==> src/rtl/pos_cache_motion_update_ctrl.sv <==
// Motion-update pass sequencer: walks every cell, streams its particles into the
// motion update unit, rebroadcasts results. Optional drain watchdog: MU_DRAIN_TIMEOUT_EN.
module pos_cache_motion_update_ctrl #(
  parameter int DATA_WIDTH    = 32,
  parameter int ADDR_WIDTH    = 8,
  parameter int CELL_ID_WIDTH = 4,
  parameter int X_DIM         = 3,
  parameter int Y_DIM         = 3,
  parameter int Z_DIM         = 3,
  parameter int OUTST_WIDTH   = 8,
  parameter int TIMEOUT       = 1024
) (
  input  logic                       clk,
  input  logic                       rst,
  input  logic                       start,
  output logic                       busy,
  output logic                       done,
  output logic [3*CELL_ID_WIDTH-1:0] rd_cell,
  output logic [ADDR_WIDTH-1:0]      rd_address,
  output logic                       rd_en,
  input  logic [3*DATA_WIDTH-1:0]    rd_data,
  output logic                       motion_update_enable,
  output logic [3*DATA_WIDTH-1:0]    mu_in_data,
  output logic                       mu_in_valid,
  input  logic [3*DATA_WIDTH-1:0]    mu_out_data,
  input  logic [3*CELL_ID_WIDTH-1:0] mu_out_dst_cell,
  input  logic                       mu_out_valid,
  output logic [3*DATA_WIDTH-1:0]    bcast_data,
  output logic [3*CELL_ID_WIDTH-1:0] bcast_dst_cell,
  output logic                       bcast_valid
`ifdef MU_DRAIN_TIMEOUT_EN
  , output logic                     timeout_err
`endif
);

  typedef enum logic [2:0] {IDLE, RD_NUM, WAIT_NUM, ISSUE, NEXT_CELL, DRAIN, GUARD0, GUARD1} state_t;

  localparam logic [CELL_ID_WIDTH-1:0] C_ONE = CELL_ID_WIDTH'(1);
  localparam logic [CELL_ID_WIDTH-1:0] XM    = CELL_ID_WIDTH'(X_DIM);
  localparam logic [CELL_ID_WIDTH-1:0] YM    = CELL_ID_WIDTH'(Y_DIM);
  localparam logic [CELL_ID_WIDTH-1:0] ZM    = CELL_ID_WIDTH'(Z_DIM);
  localparam logic [ADDR_WIDTH-1:0]    A_ONE = ADDR_WIDTH'(1);
  localparam logic [OUTST_WIDTH-1:0]   O_ONE = OUTST_WIDTH'(1);

  state_t                   state;
  logic [CELL_ID_WIDTH-1:0] cx, cy, cz, nx, ny, nz;
  logic                     last;
  logic [ADDR_WIDTH-1:0]    count;
  logic [OUTST_WIDTH-1:0]   outst;
`ifdef MU_DRAIN_TIMEOUT_EN
  localparam int TCW = $clog2(TIMEOUT + 1);
  logic [TCW-1:0] tcnt;
`endif

  // Data returns one cycle after the read, exactly when mu_in_valid is up.
  assign mu_in_data = mu_in_valid ? rd_data : '0;

  // z fastest, then y, then x; last flags the final cell of the grid.
  always_comb begin
    nx = cx; ny = cy; nz = cz; last = 1'b0;
    if (cz != ZM) nz = cz + C_ONE;
    else begin
      nz = C_ONE;
      if (cy != YM) ny = cy + C_ONE;
      else begin
        ny = C_ONE;
        if (cx != XM) nx = cx + C_ONE;
        else begin
          nx = C_ONE;
          last = 1'b1;
        end
      end
    end
  end

  always_ff @(posedge clk) begin
    if (rst) begin
      state <= IDLE;
      busy <= 1'b0; done <= 1'b0; rd_en <= 1'b0; rd_address <= '0; rd_cell <= '0;
      motion_update_enable <= 1'b0; mu_in_valid <= 1'b0;
      bcast_data <= '0; bcast_dst_cell <= '0; bcast_valid <= 1'b0;
      cx <= C_ONE; cy <= C_ONE; cz <= C_ONE; count <= '0; outst <= '0;
`ifdef MU_DRAIN_TIMEOUT_EN
      tcnt <= '0; timeout_err <= 1'b0;
`endif
    end else begin
      done           <= 1'b0;
      mu_in_valid    <= rd_en && (rd_address != '0);
      bcast_data     <= mu_out_data;
      bcast_dst_cell <= mu_out_dst_cell;
      bcast_valid    <= mu_out_valid;
      case ({mu_in_valid, mu_out_valid})
        2'b10:   outst <= outst + O_ONE;
        2'b01:   outst <= outst - O_ONE;
        default: ;
      endcase
      case (state)
        IDLE: if (start) begin
          busy <= 1'b1; motion_update_enable <= 1'b1;
          rd_en <= 1'b1; rd_address <= '0; rd_cell <= {cx, cy, cz};
          state <= RD_NUM;
        end
        RD_NUM: begin
          rd_en <= 1'b0;
          state <= WAIT_NUM;
        end
        WAIT_NUM: begin
          count <= rd_data[ADDR_WIDTH-1:0];
          if (rd_data[ADDR_WIDTH-1:0] == '0) state <= NEXT_CELL;
          else begin
            rd_en <= 1'b1; rd_address <= A_ONE;
            state <= ISSUE;
          end
        end
        // Compare before incrementing so a full cache never wraps the address.
        ISSUE: if (rd_address == count) begin
          rd_en <= 1'b0;
          state <= NEXT_CELL;
        end else rd_address <= rd_address + A_ONE;
        NEXT_CELL: begin
          cx <= nx; cy <= ny; cz <= nz;
          if (last) begin
            state <= DRAIN;
`ifdef MU_DRAIN_TIMEOUT_EN
            tcnt <= '0;
`endif
          end else begin
            rd_en <= 1'b1; rd_address <= '0; rd_cell <= {nx, ny, nz};
            state <= RD_NUM;
          end
        end
        DRAIN: if (outst == '0 && !mu_in_valid) begin
          motion_update_enable <= 1'b0;
          state <= GUARD0;
        end
`ifdef MU_DRAIN_TIMEOUT_EN
        else if (tcnt == TCW'(TIMEOUT - 1)) begin
          motion_update_enable <= 1'b0; timeout_err <= 1'b1;
          state <= GUARD0;
        end else tcnt <= tcnt + TCW'(1);
`endif
        GUARD0: state <= GUARD1;
        GUARD1: begin
          done <= 1'b1; busy <= 1'b0; rd_cell <= '0;
          state <= IDLE;
        end
        default: state <= IDLE;
      endcase
    end
  end

endmodule

==> config.mk <==
export PLATFORM = sky130hd
export DESIGN_NAME = pos_cache_motion_update_ctrl
export DESIGN_NICKNAME = d
export VERILOG_FILES = /design/src/rtl/pos_cache_motion_update_ctrl.sv
export SDC_FILE = /design/constraint.sdc
export NUM_CORES = 1
export LEC_CHECK = 0
export CAP_MARGIN = 15
export CORE_MARGIN = 10
export CORE_UTILIZATION = 25
export CTS_CLUSTER_SIZE = 8
export DETAILED_ROUTE_END_ITERATION = 12
export HOLD_SLACK_MARGIN = 0.05
export PLACE_DENSITY = 0.58
export SYNTH_ARGS = -nofsm -noshare
export SYNTH_HDL_FRONTEND = slang
export SYNTH_SLANG_ARGS = --single-unit
==> constraint.sdc <==
create_clock -name clk -period 2.9 [get_ports clk]
set_input_delay 0.435 -clock clk [delete_from_list [all_inputs] [get_ports clk]]
set_output_delay 0.435 -clock clk [all_outputs]
set_load 0.1 [all_outputs]
==> results.md, run 1 <==
- Status: finished clean
- Req. time, crit path: 3240 ps
- Die Ht: ~180 um
- Resized cells post-CTS: 0
- Drt drc: 0
- CTS tree: yes
- Crit-path cells: ha_1 > or3b_1 > or4_4 > a41oi_4 > nand2b_1 > mux2i_1
- Total gr overflow: 0
- Place WS: 140 ps
- Setup ws final: 351 ps
- Synthesized area per cell: 9.35 um^2
- Fin crit share: 87.9%
- Pin count of the biggest net entering global routing: slightly below 100
- Slowest stage delay, CP: 620 ps
- Post-CTS Hold Buffers: 0
- Vias in the first global route: 6,561
- Final Setup Violations: 0
- Cell taking the most area after synthesis: dfxtp_1
- Setup TNS Final: 0 ps
- Seq cells post-synth: 165
- Worst path buffer plus inverter count: 0
- Fin nets: 1,351
- Cell Area, Placed: 10,800 um^2
- Pre-antenna DRT Iters: 4
- CP Max Fanout: 14
- # IOs: between 400 and 500
- Synthesized area: 6680 um^2
- Global Route Usage Sum: approximately 16%
- Pins Over Slew Limit: 0
- Top Family by Delay on Critical Path: simple AND/OR/NAND/NOR gates
- Worst slew margin: 50.7%
- Max-Cap Viols: 0
- Mapped Cells: 715
- Critical path class: reg2reg
- Synth area leaders: dfxtp_1, nor2b_1, and2_1
- Total power: 6470 uW
- Endpoints failing hold: 0
- Unique masters post-synth: 56
- CP arrival: around 2900 ps
- PwrDens: roughly 570 nW/um^2
- Clock-pin slew on the worst setup and hold paths: 70 ps
- F_max: 392 MHz
- Vias per std cell: around 4.4
- Global-route wire length before repair: around 42,000 um
- CTS max path bufs: 2
- DR WL/cell: 19.7 um
- Worst Hold Margin: 467 ps
- Sequential-to-total area share from yosys stat: approximately half
- Post-Route WL: between 20,000 and 30,000 um
- Ys async rst share: 0%
- Yosys warning count: 0
- P_leak: 0.00482 uW
- H-tree depth: 4
- Setup Skew: 13.5 ps
- Critical Path End Type: register
- Tmin final: 2550 ps
- CP Launch Type: register
- Initial antenna violation count: 2
- Slowest CP cell: or4_4
- Syn nets: 931
- Worst vdd ir: between 0.3 and 0.4 mV
- Global placer's final weighted congestion: roughly 0.85
- Root buffer cell: clkbuf_16
- Most frequent cell after synthesis: dfxtp_1
- Top cells by count, synth: dfxtp_1, nor2b_1, and2_1, clkbuf_1, nor2_1
- Least-Margin Pin Slew: 740 ps
- Clock Latency Late Sink: 410 ps
- Area delta synth->final: 70.6%
- Rows: 59
- Die area: 33,700 um^2
- CTS Sinks: 165
- Initial drt markers: ~220
- CTS Buf Count: 17
- Die W: 183 um
- Final instance area: around 11,000 um^2
- Postcts setup bufs: 0
- Worst Hold Class: reg2reg
- Routed vias: 6,488
- EDFF count, synth: 0
- Initial Utilization: 25.5%
- ANT nets after route: 0
- Synth top area share: between 40% and 50%
- RSZ-0062 raised after global routing: no
- Ys flop type: dfxtp_1
- PortBufs: ~440
- Share of layout cells above drive strength 1: 24.9%
- CORE AREA: ~26,000 um^2
- Hpwl dp: roughly 24,000 um
## placed cells by master, fill, tap and decap left out, drive strengths merged, types with 11 or more instances in the layout
cell / count
buf: 245
clkdlybuf4s50: 206
dfxtp: 165
nor2b: 112
and2: 99
nor2: 33
nand2: 32
a21oi: 31
o21ai: 21
clkbuf: 18
inv: 18
mux2i: 17
nand2b: 11
## worst min-delay path, stage by stage (launching register included)
cell     delay (ps)
dfxtp_1         310
nand2_1          60
a21oi_1          50
## routing by layer
metal / track usage, % / vias to the layer above / part of all wire, %
met2: 29.8 / 280 / 52
met3: 7.65 / 25 / 12
met1: 15.6 / 2951 / 33
li1: - / 3232 / -
met4: 6.59 / 0 / 2.8
met5: 0 / - / 0
## final timing paths
check / startpoint / end / slack (ps) / depth (start not counted)
worst min register to register: rd_cell[4] / rd_cell[4] / 470 / 2
worst max register to register: cz[0] / rd_address[3] / 350 / 6
worst min-delay path: rd_cell[4] / rd_cell[4] / 470 / 2
worst max-delay path: cz[0] / rd_address[3] / 350 / 6
## cells by family (layout without fill, tap and decap cells)
| kind of cell | Yosys count | after routing | synth area share [%] |
|---|---|---|---|
| simple gates | 343 | 343 | 30.0 |
| flops | 165 | 165 | 49.4 |
| compound gates | 106 | 106 | 10.7 |
| buf+inv | 60 | 492 | 3.63 |
| mux | 20 | 20 | 3.05 |
| xor+xnor | 13 | 13 | 1.70 |
| fa+ha+maj | 8 | 8 | 1.50 |
| other cells | 0 | 3 | 0 |
## per-stage QoR
step,cells,utilization (%)
2_1_floorplan,715,-
3_3_place_gp,1451,41.3
3_5_place_dp,1451,41.3
4_1_cts,1482,43.5
5_1_grt,1484,43.5
6_report,1485,43.5
## layout make-up
cell class,count,area (um^2)
Fill cell,2610,14800
Timing Repair Buffer,451,3910
Sequential cell,165,3310
Multi-Input combinational cell,490,3140
Clock buffer,18,439
Tap cell,335,419
Clock inverter,13,138
Inverter,10,37.5
Antenna cell,3,7.51
## flip-flops by register name, indices dropped and copies added (netlist names)
register and cells:
cx 4, count 8, mu_in_valid 1, state 3
bcast_valid 1, rd_en 1, cy 4, rd_cell 12
done 1, rd_address 8, cz 4, motion_update_enable 1
busy 1, bcast_data 96, bcast_dst_cell 12, outst 8
## power breakdown
group          total [uW]  internal, uW  switching, uW
registers            2490          2400           89.9
logic                1710           559           1150
clock network        2270          1240           1030
Note: power is estimated with default switching activity, not from simulation.
==> run 2, diff against run 1 <==
--- a/config.mk
+++ b/config.mk
@@ -8,10 +8,12 @@
 export CAP_MARGIN = 15
 export CORE_MARGIN = 10
 export CORE_UTILIZATION = 25
-export CTS_CLUSTER_SIZE = 8
+export CTS_CLUSTER_SIZE = 30
 export DETAILED_ROUTE_END_ITERATION = 12
 export HOLD_SLACK_MARGIN = 0.05
 export PLACE_DENSITY = 0.58
+export REMOVE_ABC_BUFFERS = 1
+export SLEW_MARGIN = 25
 export SYNTH_ARGS = -nofsm -noshare
 export SYNTH_HDL_FRONTEND = slang
 export SYNTH_SLANG_ARGS = --single-unit
==> results.md, run 2 (synthesis results as in run 1) <==
- Metal3 WL: 2700 um (was 3450 um)
- Fin nets: 1,351 (unchanged)
- Max layer used: met4 (unchanged)
- Commonest non-fill, non-tap cell in the layout: buf_4 (unchanged)
- Req. time, crit path: 3270 ps (was 3240 ps)
- Vias per std cell: 4.29 (was 4.37)
- Worst Hold Margin: 471 ps (was 467 ps)
- CP arrival: 2930 ps (was 2890 ps)
- Hpwl dp: 22,600 um (was 24,100 um)
- Post-CTS Hold Buffers: 0 (unchanged)
- Global-route wire length before repair: 40,800 um (was 41,900 um)
- CTS tree: yes (unchanged)
- PwrDens: 568 nW/um^2 (was 567 nW/um^2)
- CTS Buf Count: 17 (unchanged)
- Metal1 wirelength: 10,600 um (was 9770 um)
- Share of layout cells above drive strength 1: 25.1% (was 24.9%)
- Clock Latency Late Sink: 430 ps (was 410 ps)
- Worst Hold Class: reg2reg (unchanged)
- Least-Margin Pin Slew: 762 ps (was 740 ps)
- Combinational Power Share: 26.5% (was 26.4%)
- Post-Route WL: 27,900 um (was 29,200 um)
- Max reg flops: 96 (unchanged)
- Endpoints failing hold: 0 (unchanged)
- PortBufs: 437 (unchanged)
- Psw: 2350 uW (was 2280 uW)
- Setup TNS Final: 0 ps (unchanged)
- Global placer's final weighted congestion: 0.853 (was 0.846)
- Tmin final: 2560 ps (was 2550 ps)
- Initial drt markers: 309 (was 221)
- Pins Over Slew Limit: 0 (unchanged)
- Internal power: 4130 uW (was 4190 uW)
- Worst vdd ir: 0.344 mV (was 0.340 mV)
- Clock-pin slew on the worst setup and hold paths: 80 ps (was 70 ps)
- Vias in the first global route: 6,521 (was 6,561)
- Critical path class: reg2reg (unchanged)
- Worst slew margin: 49.2% (was 50.7%)
- CP Launch Type: register (unchanged)
- Die W: 183 um (unchanged)
- Fin crit share: 88.4% (was 87.9%)
- Met2 Routed Length: 14,300 um (was 15,200 um)
- F_max: 390 MHz (was 392 MHz)
- Commonest non-fill, non-tap cells in the layout: buf_4, clkdlybuf4s50_1, dfxtp_1 (unchanged)
- Pin count of the biggest net entering global routing: 99 (unchanged)
- CTS Sinks: 165 (unchanged)
- Critical Path End Type: register (unchanged)
- Clk network pwr share: 35.2% (was 35.1%)
- DP Cell Count: 1,451 (unchanged)
- CORE AREA: 26,200 um^2 (unchanged)
- Switching Fraction: 36.3% (was 35.2%)
- Top Registers: bcast_data x96, bcast_dst_cell x12, rd_cell x12 (unchanged)
- H-tree depth: 4 (unchanged)
- Pre-antenna DRT Iters: 4 (unchanged)
- DR WL/cell: 18.8 um (was 19.7 um)
- Root buffer cell: clkbuf_16 (unchanged)
- Rows: 59 (unchanged)
- Total gr overflow: 0 (unchanged)
- Final Setup Violations: 0 (unchanged)
- Max-Cap Viols: 0 (unchanged)
- Initial Utilization: 25.5% (unchanged)
- ANT nets after route: 0 (unchanged)
- Final instance area: 11,400 um^2 (about the same)
- Cell Area, Placed: 10,800 um^2 (about the same)
- Global Route Usage Sum: 15.9% (was 16.4%)
- CTS max path bufs: 2 (unchanged)
- Setup Skew: 14.4 ps (was 13.5 ps)
- Area delta synth->final: 70.9% (was 70.6%)
- Top reg by flops: bcast_data (unchanged)
- Postcts setup bufs: 0 (unchanged)
- CP Max Fanout: 14 (unchanged)
- Power share of the sequential group: 38.3% (was 38.5%)
- P_leak: 0.00485 uW (was 0.00482 uW)
- Die area: 33,700 um^2 (unchanged)
- Resized cells post-CTS: 0 (unchanged)
- Fin cells: 1,484 (was 1,485)
- Routed vias: 6,369 (was 6,488)
- Status: finished clean (unchanged)
- RSZ-0062 raised after global routing: no (unchanged)
- Drt drc: 0 (unchanged)
- # IOs: 438 (unchanged)
- Initial antenna violation count: 1 (was 2)
- Die Ht: 183 um (unchanged)
run 2: cell types whose count changed in the layout (fill, tap and decap cells not counted), moves of 2 or more:
cell / change
inv_6: -2
clkinv_4: +2
clkinv_8: +4
diode_2: -2
clkinvlp_4: -3
run 2: final timing paths:
check,slack [ps],start,to,cells after the start
setup / recovery,340,cz[0],rd_address[6],6
hold / removal,470,rd_cell[4],rd_cell[4],2
setup reg to reg,340,cz[0],rd_address[6],6
hold reg to reg,470,rd_cell[4],rd_cell[4],2
run 2: power by group through the flow:
| stage | clock network [uW] | logic (uW) | registers, uW |
|---|---|---|---|
| finish | 2280 | 1720 | 2490 |
| global route | 2450 | 1800 | 2500 |
| CTS | 2360 | 1730 | 2490 |
| detailed placement | 0 | 1730 | 2540 |
| global placement | 0 | 1720 | 2530 |
| floorplan | 0 | 342 | 3300 |
run 2: layer usage:
metal	up-vias	GRT usage, %
li1	3235	-
met1	2884	17.1
met2	225	27.6
met3	25	7.53
met4	0	4.07
met5	-	0
run 2: worst max-delay path: stages (launching register included):
cell and delay, ps:
dfxtp_1 410, ha_1 260, or3b_1 500, or4_4 610, a41oi_4 470, nand2b_1 110
mux2i_1 140
run 2: layout make-up:
class | count | area, um^2
Antenna cell | 1 | 2.50
Inverter | 10 | 37.5
Clock inverter | 15 | 178
Timing Repair Buffer | 451 | 3910
Multi-Input combinational cell | 490 | 3140
Fill cell | 2599 | 14800
Clock buffer | 17 | 425
Tap cell | 335 | 419
Sequential cell | 165 | 3300
run 2: per-stage QoR:
| stage | util [%] | setup WS (ps) | total power (uW) |
|---|---|---|---|
| 2_1_floorplan | - | -1090 | 3640 |
| 3_3_place_gp | 41.3 | 241 | 4260 |
| 3_5_place_dp | 41.3 | 187 | 4260 |
| 4_1_cts | 43.6 | 344 | 6580 |
| 5_1_grt | 43.6 | 116 | 6750 |
| 6_report | 43.6 | 336 | 6480 |
==> run 3, diff against run 2 <==
--- a/config.mk
+++ b/config.mk
@@ -6,12 +6,15 @@
 export NUM_CORES = 1
 export LEC_CHECK = 0
 export CAP_MARGIN = 15
+export CELL_PAD_IN_SITES_DETAIL_PLACEMENT = 0
+export CELL_PAD_IN_SITES_GLOBAL_PLACEMENT = 2
 export CORE_MARGIN = 10
-export CORE_UTILIZATION = 25
+export CORE_UTILIZATION = 19
+export CTS_CLUSTER_DIAMETER = 120
 export CTS_CLUSTER_SIZE = 30
 export DETAILED_ROUTE_END_ITERATION = 12
 export HOLD_SLACK_MARGIN = 0.05
-export PLACE_DENSITY = 0.58
+export PLACE_DENSITY = 0.78
 export REMOVE_ABC_BUFFERS = 1
 export SLEW_MARGIN = 25
 export SYNTH_ARGS = -nofsm -noshare
==> results.md, run 3 (synthesis results as in run 1) <==
- Status: finished clean (unchanged)
- Clock-pin slew on the worst setup and hold paths: 70 ps (was 80 ps)
- Fin crit share: 89.1% (was 88.4%)
- Rows: 68 (was 59)
- Commonest non-fill, non-tap cell in the layout: buf_4 (unchanged)
- # IOs: 438 (unchanged)
- Switching Fraction: 35.4% (was 36.3%)
- CTS Buf Count: 17 (unchanged)
- Global placer's final weighted congestion: 0.772 (was 0.853)
- Slowest stage delay, CP: 620 ps (was 610 ps)
- Commonest non-fill, non-tap cells in the layout: buf_4, clkdlybuf4s50_1, dfxtp_1 (unchanged)
- Global Route Usage Sum: 12.6% (was 15.9%)
- Final instance area: 11,600 um^2 (was 11,400 um^2)
- Top Family by Delay on Critical Path: simple AND/OR/NAND/NOR gates (unchanged)
- Resized cells post-CTS: 0 (unchanged)
- Critical path class: reg2reg (unchanged)
- Crit-path cells: ha_1 > or3b_1 > or4_4 > a41oi_4 > nand2b_1 > mux2i_1 (unchanged)
- Die area: 43,100 um^2 (was 33,700 um^2)
- Endpoints failing hold: 0 (unchanged)
- Top Registers: bcast_data x96, bcast_dst_cell x12, rd_cell x12 (unchanged)
- Worst Hold Class: reg2reg (unchanged)
- Total gr overflow: 0 (unchanged)
- Req. time, crit path: 3260 ps (was 3270 ps)
- Share of layout cells above drive strength 1: 25.2% (was 25.1%)
- H-tree depth: 4 (unchanged)
- Worst vdd ir: 0.446 mV (was 0.344 mV)
- Tmin final: 2580 ps (was 2560 ps)
- Power share of the sequential group: 38.1% (was 38.3%)
- Cell Area, Placed: 11,000 um^2 (was 10,800 um^2)
- Top reg by flops: bcast_data (unchanged)
- Post-CTS Hold Buffers: 0 (unchanged)
- Max-Cap Viols: 0 (unchanged)
- CTS max path bufs: 2 (unchanged)
- Routed vias: 6,428 (was 6,369)
- CP Max Fanout: 14 (unchanged)
- Area delta synth->final: 73.4% (was 70.9%)
- CP arrival: 2950 ps (was 2930 ps)
- Clock Latency Late Sink: 430 ps (about the same)
- Initial drt markers: 248 (was 309)
- Internal power: 4220 uW (was 4130 uW)
- Setup Skew: 11.7 ps (was 14.4 ps)
- ANT cells: 0 (was 1)
- Postcts setup bufs: 0 (unchanged)
- Clk network pwr share: 35.5% (was 35.2%)
- CTS Sinks: 165 (unchanged)
- Psw: 2320 uW (was 2350 uW)
- Final Setup Violations: 0 (unchanged)
- Initial Utilization: 19.3% (was 25.5%)
- Global-route wire length before repair: 42,300 um (was 40,800 um)
- PwrDens: 564 nW/um^2 (was 568 nW/um^2)
- Pre-antenna DRT Iters: 4 (unchanged)
- Slowest CP cell: or4_4 (unchanged)
- Die Ht: 208 um (was 183 um)
- CP Launch Type: register (unchanged)
- Root buffer cell: clkbuf_16 (unchanged)
- Pin count of the biggest net entering global routing: 99 (unchanged)
- DR WL/cell: 17.5 um (was 18.8 um)
- Drt drc: 0 (unchanged)
- Setup TNS Final: 0 ps (unchanged)
- Vias in the first global route: 6,633 (was 6,521)
- Hpwl dp: 22,500 um (was 22,600 um)
- Vias per std cell: 4.00 (was 4.29)
- Least-Margin Pin Slew: 813 ps (was 762 ps)
- P_leak: 0.00486 uW (was 0.00485 uW)
- CTS tree: yes (unchanged)
- Die W: 208 um (was 183 um)
- RSZ-0062 raised after global routing: no (unchanged)
- Critical Path End Type: register (unchanged)
- Worst path buffer plus inverter count: 0 (unchanged)
- CORE AREA: 34,600 um^2 (was 26,200 um^2)
- PortBufs: 437 (unchanged)
- Worst slew margin: 45.8% (was 49.2%)
- Fin nets: 1,354 (was 1,351)
- Combinational Power Share: 26.4% (was 26.5%)
- Initial antenna violation count: 1 (unchanged)
- ANT nets after route: 0 (unchanged)
- Post-Route WL: 28,000 um (was 27,900 um)
- Max reg flops: 96 (unchanged)
- F_max: 387 MHz (was 390 MHz)
- Pins Over Slew Limit: 0 (unchanged)
run 3: layout make-up:
type	count	area [um^2]
tap	455	569
multi-input combinational	490	3140
fill	3601	23000
timing repair buffer	454	3940
sequential	165	3300
clock inverter	13	155
inverter	10	37.5
clock buffer	19	443
run 3: final timing paths:
check / from / end / slack [ps] / depth (start not counted)
worst max-delay path: cz[0] / rd_address[7] / 320 / 6
worst min-delay path: busy / busy / 480 / 2
worst max register to register: cz[0] / rd_address[7] / 320 / 6
worst min register to register: busy / busy / 480 / 2
run 3: worst register-to-register path: stages (launching register included):
cell and delay (ps):
dfxtp_1 420, ha_1 250, or3b_1 500, or4_4 630, a41oi_4 470, nand2b_1 110
mux2i_1 150
run 3: per-layer routing:
metal  GRT usage, %  vias up  routed length, um
met5              0        -                 13
met1           13.4     2952              11100
met4           3.11        2                233
met3           6.00       11               2590
li1               -     3243                  -
met2           21.8      220              14100
run 3: stage by stage:
stage	setup slack (ps)	util (%)	power, uW	std cells	hold WS (ps)
detailed placement	167	31.7	4280	1574	477
CTS	311	33.5	6650	1606	486
global route	152	33.5	6850	1606	512
finish	316	33.5	6530	1606	483
floorplan	-1090	-	3640	665	453
global placement	215	31.7	4280	1574	460
run 3: power groups by stage:
| stage | registers, uW | logic [uW] | clock network, uW |
|---|---|---|---|
| 6_report | 2490 | 1720 | 2320 |
| 5_1_grt | 2510 | 1820 | 2530 |
| 4_1_cts | 2490 | 1740 | 2420 |
| 3_5_place_dp | 2540 | 1740 | 0 |
| 3_3_place_gp | 2540 | 1740 | 0 |
| 2_1_floorplan | 3300 | 342 | 0 |
